`src/rtl/song_reader.sv`:
```
// song_reader: walks one song of the note ROM and hands each note to the note player.
// Build option SONG_READER_REPEAT_EN makes the song loop forever instead of stopping in DONE.
module song_reader #(
   parameter int NOTES_PER_SONG_LOG2 = 5,
   parameter int SONG_SEL_W          = 2
) (
   input  logic                                      clk,
   input  logic                                      reset,
   input  logic                                      play,
   input  logic [SONG_SEL_W-1:0]                     song,
   input  logic                                      note_done,
   output logic [SONG_SEL_W+NOTES_PER_SONG_LOG2-1:0] rom_addr,
   input  logic [11:0]                               rom_data,
   output logic [5:0]                                note,
   output logic [5:0]                                duration,
   output logic                                      new_note,
   output logic                                      song_done
);

   // state     | meaning
   // IDLE      | waiting for play; song select latched on exit
   // FETCH     | rom_addr registered, ROM read in flight
   // WAIT_ROM  | rom_data valid; issue note or detect end marker
   // WAIT_DONE | note playing; waiting for note_done
   // DONE      | song finished; hold until reset or song change
   typedef enum logic [2:0] {IDLE, FETCH, WAIT_ROM, WAIT_DONE, DONE} state_t;

   localparam int ADDR_W = SONG_SEL_W + NOTES_PER_SONG_LOG2;
   localparam logic [NOTES_PER_SONG_LOG2-1:0] IDX_ONE  = 1;
   localparam logic [NOTES_PER_SONG_LOG2-1:0] IDX_LAST = '1;
   localparam logic [NOTES_PER_SONG_LOG2-1:0] IDX_ZERO = '0;

   state_t                         state, state_n;
   logic [NOTES_PER_SONG_LOG2-1:0] idx, idx_n, idx_inc;
   logic [SONG_SEL_W-1:0]          song_q, song_q_n;
   logic [ADDR_W-1:0]              addr_q, addr_n;
   logic [5:0]                     note_q, note_n, dur_q, dur_n;
   logic                           nn_q, nn_n, sd_q, sd_n;
   logic                           end_song;

   assign idx_inc = idx + IDX_ONE;

   always_ff @(posedge clk) begin
      if (reset) begin
         state  <= IDLE;
         idx    <= '0;
         song_q <= '0;
         addr_q <= '0;
         note_q <= '0;
         dur_q  <= '0;
         nn_q   <= 1'b0;
         sd_q   <= 1'b0;
      end else begin
         state  <= state_n;
         idx    <= idx_n;
         song_q <= song_q_n;
         addr_q <= addr_n;
         note_q <= note_n;
         dur_q  <= dur_n;
         nn_q   <= nn_n;
         sd_q   <= sd_n;
      end
   end

   always_comb begin
      state_n  = state;
      idx_n    = idx;
      song_q_n = song_q;
      addr_n   = addr_q;
      note_n   = note_q;
      dur_n    = dur_q;
      nn_n     = 1'b0;
      sd_n     = 1'b0;
      end_song = 1'b0;
      if (state != IDLE && song != song_q) begin
         state_n = IDLE;
         idx_n   = '0;
      end else if (state != IDLE && !play) begin
         // frozen: a strobe still registered is kept pending for the resume cycle
         nn_n = nn_q;
         sd_n = sd_q;
      end else begin
         case (state)
            IDLE: begin
               if (play) begin
                  song_q_n = song;
                  idx_n    = '0;
                  addr_n   = {song, IDX_ZERO};
                  state_n  = FETCH;
               end
            end
            FETCH:    state_n = WAIT_ROM;
            WAIT_ROM: begin
               if (rom_data[5:0] != 6'd0) begin
                  note_n  = rom_data[11:6];
                  dur_n   = rom_data[5:0];
                  nn_n    = 1'b1;
                  state_n = WAIT_DONE;
               end else begin
                  end_song = 1'b1;
               end
            end
            WAIT_DONE: begin
               // nn_q marks the first cycle here, whose note_done belongs to the old note
               if (note_done && !nn_q) begin
                  if (idx == IDX_LAST) begin
                     end_song = 1'b1;
                  end else begin
                     idx_n   = idx_inc;
                     addr_n  = {song_q, idx_inc};
                     state_n = FETCH;
                  end
               end
            end
            DONE:    state_n = DONE;
            default: state_n = IDLE;
         endcase
         if (end_song) begin
            sd_n = 1'b1;
`ifdef SONG_READER_REPEAT_EN
            idx_n   = '0;
            addr_n  = {song_q, IDX_ZERO};
            state_n = FETCH;
`else
            state_n = DONE;
`endif
         end
      end
   end

   assign rom_addr  = addr_q;
   assign note      = note_q;
   assign duration  = dur_q;
   assign new_note  = nn_q & play;
   assign song_done = sd_q & play;

endmodule

```
`config.mk`:
```
export PLATFORM = sky130hd
export DESIGN_NAME = song_reader
export DESIGN_NICKNAME = d
export VERILOG_FILES = /design/src/rtl/song_reader.sv
export SDC_FILE = /design/constraint.sdc
export NUM_CORES = 1
export LEC_CHECK = 0
export BUFFER_PORTS_ARGS = -buffer_cell sky130_fd_sc_hd__clkbuf_2
export CELL_PAD_IN_SITES_DETAIL_PLACEMENT = 2
export CELL_PAD_IN_SITES_GLOBAL_PLACEMENT = 2
export CORE_UTILIZATION = 34
export CTS_CLUSTER_DIAMETER = 100
export DETAILED_ROUTE_END_ITERATION = 6
export HOLD_SLACK_MARGIN = 0.08
export PLACE_DENSITY = 0.9
export SETUP_SLACK_MARGIN = 0.2
export SYNTH_ARGS = -nofsm -noshare
export SYNTH_HDL_FRONTEND = slang
export SYNTH_SLANG_ARGS = --single-unit
```
`constraint.sdc`:
```
create_clock -name clk -period 3.33 [get_ports clk]
set_input_delay 0.1665 -clock clk [delete_from_list [all_inputs] [get_ports clk]]
set_output_delay 0.1665 -clock clk [all_outputs]
set_load 0.05 [all_outputs]
```
Yosys cells after proc, flatten, opt, wreduce, memory -nomap -nowiden --
Cells that the tools add are included.
Word-level totals: output and inout bits 21, register bits 31, input port bits 18, logic and storage cells 64
Cells by class: add/sub/neg operators 1, eq/ne operators 13, bitwise operators 4, mux-type cells 23, reduce and logical (&&, ||, !) cells 15
Operator list (count):
- two-way mux 7 bit | 3
- two-way mux 3 bit | 5
- two-way mux 5 bit | 3
- case mux 3 bit (5 select lines) | 1
- case mux 7 bit (2 select lines) | 1
- inequality test 3 bit (second input constant) | 4
- case mux 5 bit (2 select lines) | 1
- AND reduction 5 bit | 2
- two-way mux 1 bit | 8
- AND reduction 4 bit | 2
- == test 3 x 2 -> 1 bit (second input constant) | 2
- inequality test 2 bit (second input constant) | 3
- AND reduction 6 bit | 1
- nonzero test 6 bit | 1
- adder 5 x 1 -> 5 bit (second input constant) | 1
- == test 5 bit (second input constant) | 1
- == test 3 x 1 -> 1 bit (second input constant) | 1
- == test 3 bit (second input constant) | 1
- logical AND 1 bit | 3
- zero test 3 bit | 1
- nonzero test 3 bit | 1
- AND 1 bit | 2
- zero test 1 bit | 2
- inequality test 2 bit | 1
- other kinds (4) | 5

Longest topological paths before layout --
word-level depth 8, depth in mapped cells 7, gate-level depth less buffers 7

Worst setup path after synthesis --
No wires, ideal clock.
kind reg2reg, start register idx[0], end register addr_q[2] (netlist: rom_addr[2]), period minus slack after synthesis 1.936 ns, arrival time 1.841 ns, buffers on the path 0, setup time 0.096 ns, stages on the path, launching flop included 8, required time 3.234 ns, path slack 1.394 ns, cells stage by stage dfxtp_1 ha_1 and3_1 ha_1 nor3b_2 and4_4 nor2_2 o41ai_2
Between the ends: longest elaborated chain between the ends 4, elaborated cells between the ends (all ways) 7, those cells by class add/sub (1); eq/ne (2); mux (3); reduce/logical (1)
RTL lines:
- from (decl) | line 34 | logic [NOTES_PER_SONG_LOG2-1:0] idx, idx_n, idx_inc;
- from (signal assigned) | line 55 | idx <= idx_n;
- adder 5 x 1 -> 5 bit | line 41 | assign idx_inc = idx + IDX_ONE;
- two-way mux 7 bit | line 106 | if (idx == IDX_LAST) begin
- two-way mux 7 bit | line 105 | if (note_done && !nn_q) begin
- case mux 7 bit (2 select lines) | line 83 | case (state)
- to (signal assigned) | line 57 | addr_q <= addr_n;
- to (decl) | line 36 | logic [ADDR_W-1:0] addr_q, addr_n;
Several ways; a longest one is shown, not always the timed one. The select of a mux whose other input is x is not followed. A chain may end at the register's enable or synchronous reset.

Worst setup path after layout --
start register idx[0], end register addr_q[3] (netlist: rom_addr[3])
Same word-level chain as after synthesis.

==> impl_metrics.csv <==
group,metric,value,unit
cts,cts_tree,"yes",
global_routing,grt_util_met3,4.58,%
status,status,"complete, no violations",
synthesis,ys_seq_area_share,36.9,%
critical_path,critPathArrivalTime,2.50,ns
cts,cts_setup_buffers,0,
power_and_ir_drop,ir_worst_vdd,0.151,mV
sta,layout_setup_ws,1.01,ns
synthesis,syn_area,1680,um2
synthesis,synth_xor_xnor_area_share,2.08,%
cts,clk_latency,0.29,ns
floorplanning,die_y,72.3,um
critical_path,crit_chain,"ha_1, and3_1, ha_1, nor3b_2, and4_4, nor2_2, o41ai_2",
floorplanning,core,4750,um2
sta,hold_violations,0,
sta,drv_slew,0,
cts,clock_path_buffers,2,
critical_path,worstSetupStartpointType,"flop",
flow_run,cap_violations,0,
detailed_routing,antenna_left,0,
critical_path,crit_slowest_cell,"dfxtp_1",
critical_path,crit_path_max_fanout,5,
sta,min_period,2.32,ns
sta,fmax,431,MHz
sta,rsz0062_at_grt,"false",
sta,setup_viol,0,
critical_path,critPathBufInv,0,
detailed_routing,drt_pre_antenna_iters,4,
min_path,hp-start,"rom_data[8]",
detailed_routing,avgRoutedWirePerCell,18.6,um
final_layout,regArea,621,um2
synthesis,synthCells,180,
global_routing,busiest_layer,"met2",
cts,root_buffer,"clkbuf_8",
detailed_routing,routed_wirelength,5.23,mm
synthesis,synthArstFlopShare,0,%
detailed_routing,vias_per_cell,5.41,
global_routing,grt-ovfl-total,0,
placement,port_buffers,38,
global_routing,use_met1,24.7,%
synthesis,synth_top_family_by_area,"simple AND/OR/NAND/NOR gates",
critical_path,cp_slowest_stage_delay,0.39,ns
floorplanning,rows,25,
floorplanning,ioPinCount,39,
synthesis,yosys.area_share.simple,32.1,%
sta,worst_pin_slew,0.783,ns
critical_path,crit_required,3.52,ns
synthesis,synth_edf_count,0,
cts,cts.htree.levels,2,
cts,post_cts_resized,0,
global_routing,grt_max_degree,38,
power_and_ir_drop,power.leakage,0.771,nW
global_routing,grt_pass1_wl,8.33,mm
placement,place_ws,1.09,ns
power_and_ir_drop,pwr_density_cell,423,nW/um2
critical_path,critPathKind,"flop to flop",
critical_path,critPathTopFamily,"simple AND/OR/NAND/NOR gates",
placement,place_area,1890,um2
synthesis,synth_cell_types,45,
sta,relSlewSlack,47.8,%
final_layout,fin_cells,281,
synthesis,syn_nets,200,
synthesis,synth_mux_area_share,9.52,%
sta,hold_slack,0.123,ns
placement,dp.final_hpwl,3.60,mm
final_layout,diodes,0,
final_layout,num-fill-cells,546,
critical_path,crit_start,"idx[0]$_SDFFE_PP0P_",
cts,cts_buffers,5,
floorplanning,die_area,5230,um2
global_routing,grt_pass1_vias,1646,
final_layout,fin_nets,233,
sta,tns,0,ns
cts,cts_hold_buffers,0,
final_layout,multi_input_area,976,um2
global_routing,antenna_found_initial,0,
final_layout,final_util,41.4,%
global_routing,met2_usage,38.2,%
critical_path,cp-end-kind,"flop",
synthesis,synth-compound-area-share,12.9,%
floorplanning,start_util,35.4,%
power_and_ir_drop,p_total,0.834,mW
synthesis,synth_ff_type,"dfxtp_1",
placement,gp_congestion,0.850,
sta,post-route-period-util,69.6,%
synthesis,ys_ff_latch,31,
detailed_routing,remaining_drc_errors,0,
final_layout,stdcell_area,1970,um2
synthesis,synthAdderAreaFrac,1.49,%
detailed_routing,drtIter0Drc,59,
synthesis,synth.avg_cell_area,9.34,um2
floorplanning,die_w,72.3,um
global_routing,grt_usage,21.0,%
detailed_routing,vias,1521,
cts,path_clk_slew,0.07,ns
critical_path,crit_top_cell,"ha_1",
final_layout,area_growth,17.1,%
placement,dp_cells,273,
synthesis,ys_warn_count,0,
min_path,worstHoldPathType,"input port to flop",
cts,cts_sinks,31,
sta,fin_worst_skew,0.00411,ns
critical_path,reg2reg_from,"idx[0]$_SDFFE_PP0P_",
final_layout,drive_gt1_share,28.0,%
kinds of logic (layout without fill, tap and decap cells):
kind of cell / Yosys count / after routing
AOI/OAI and AO/OA: 28 / 28
adders and majority gates: 2 / 2
muxes: 16 / 16
and+or+nand+nor: 83 / 83
DFF: 31 / 31
buffers and inverters: 16 / 50
xor gates and xnor gates: 4 / 4
cell type report:
cell class	instances	share of cell area [%]
Sequential cell	31	31.5
Multi-Input combinational cell	133	49.6
Clock buffer	5	3.49
Tap cell	67	4.26
Timing Repair Buffer	38	9.66
Inverter	4	0.762
Clock inverter	3	0.762
worst reg2reg max path: stages, from the launching register on:
cell	delay, ns
dfxtp_1	0.39
ha_1	0.31
and3_1	0.23
ha_1	0.24
nor3b_2	0.31
and4_4	0.32
nor2_2	0.08
o41ai_2	0.36
layout by cell type (no fill, tap or decap), types with 3 or more instances in the layout:
master / n
clkbuf_2: 38
dfxtp_1: 31
nand2b_1: 25
mux2i_1: 16
nand2_1: 10
nor2_1: 10
a21oi_1: 9
nand3_1: 6
nand4b_1: 5
nor3_1: 5
clkbuf_8: 5
inv_1: 4
xnor2_1: 3
nor2_2: 3
o41ai_2: 3
o21ai_0: 3
a31oi_1: 3
clkinv_2: 3
layer usage:
layer / vias up / wire length [um]
met5: - / 0
met4: 0 / 69
met3: 7 / 201
met2: 45 / 2710
met1: 763 / 2240
li1: 706 / -
flip-flops by register name (all words and copies together), names as in the netlist:
name      cells
duration      6
note          6
rom_addr      7
idx           5
song_q        2
nn_q          1
state         3
sd_q          1
cell usage after synthesis, types with 2 or more instances:
| master | number | area [um2] |
|---|---|---|
| a211oi_1 | 2 | 15.0 |
| a21oi_1 | 9 | 45.0 |
| a311oi_1 | 2 | 17.5 |
| a31oi_1 | 3 | 18.8 |
| and2_1 | 2 | 12.5 |
| buf_2 | 2 | 10.0 |
| buf_4 | 2 | 15.0 |
| buf_6 | 2 | 22.5 |
| clkbuf_1 | 6 | 22.5 |
| dfxtp_1 | 31 | 621 |
| ha_1 | 2 | 25.0 |
| inv_1 | 4 | 15.0 |
| mux2i_1 | 16 | 160 |
| nand2_1 | 10 | 37.5 |
| nand2b_1 | 25 | 156 |
| nand3_1 | 6 | 30.0 |
| nand3b_1 | 2 | 15.0 |
| nand4_1 | 2 | 12.5 |
| nand4b_1 | 5 | 43.8 |
| nor2_1 | 10 | 37.5 |
| nor2_2 | 3 | 18.8 |
| nor3_1 | 5 | 25.0 |
| o21ai_0 | 3 | 15.0 |
| o41ai_2 | 3 | 48.8 |
| xnor2_1 | 3 | 26.3 |
report_power, final:
| part | switching [mW] | leakage, nW | internal (mW) | total [mW] |
|---|---|---|---|---|
| registers | 0.0215 | 0.251 | 0.381 | 0.403 |
| logic | 0.0918 | 0.472 | 0.0486 | 0.140 |
| clock network | 0.148 | 0.0477 | 0.143 | 0.291 |
final timing paths:
kind                                                 end  slack, ns  depth (start not counted)
worst max-delay path            rom_addr[3]$_SDFFE_PP0P_       1.01                          7
worst min-delay path                note[2]$_SDFFE_PP0P_       0.12                          3
worst max register to register  rom_addr[3]$_SDFFE_PP0P_       1.01                          7
worst min register to register  duration[3]$_SDFFE_PP0P_       0.47                          2
(Power assumes the default switching activity.)
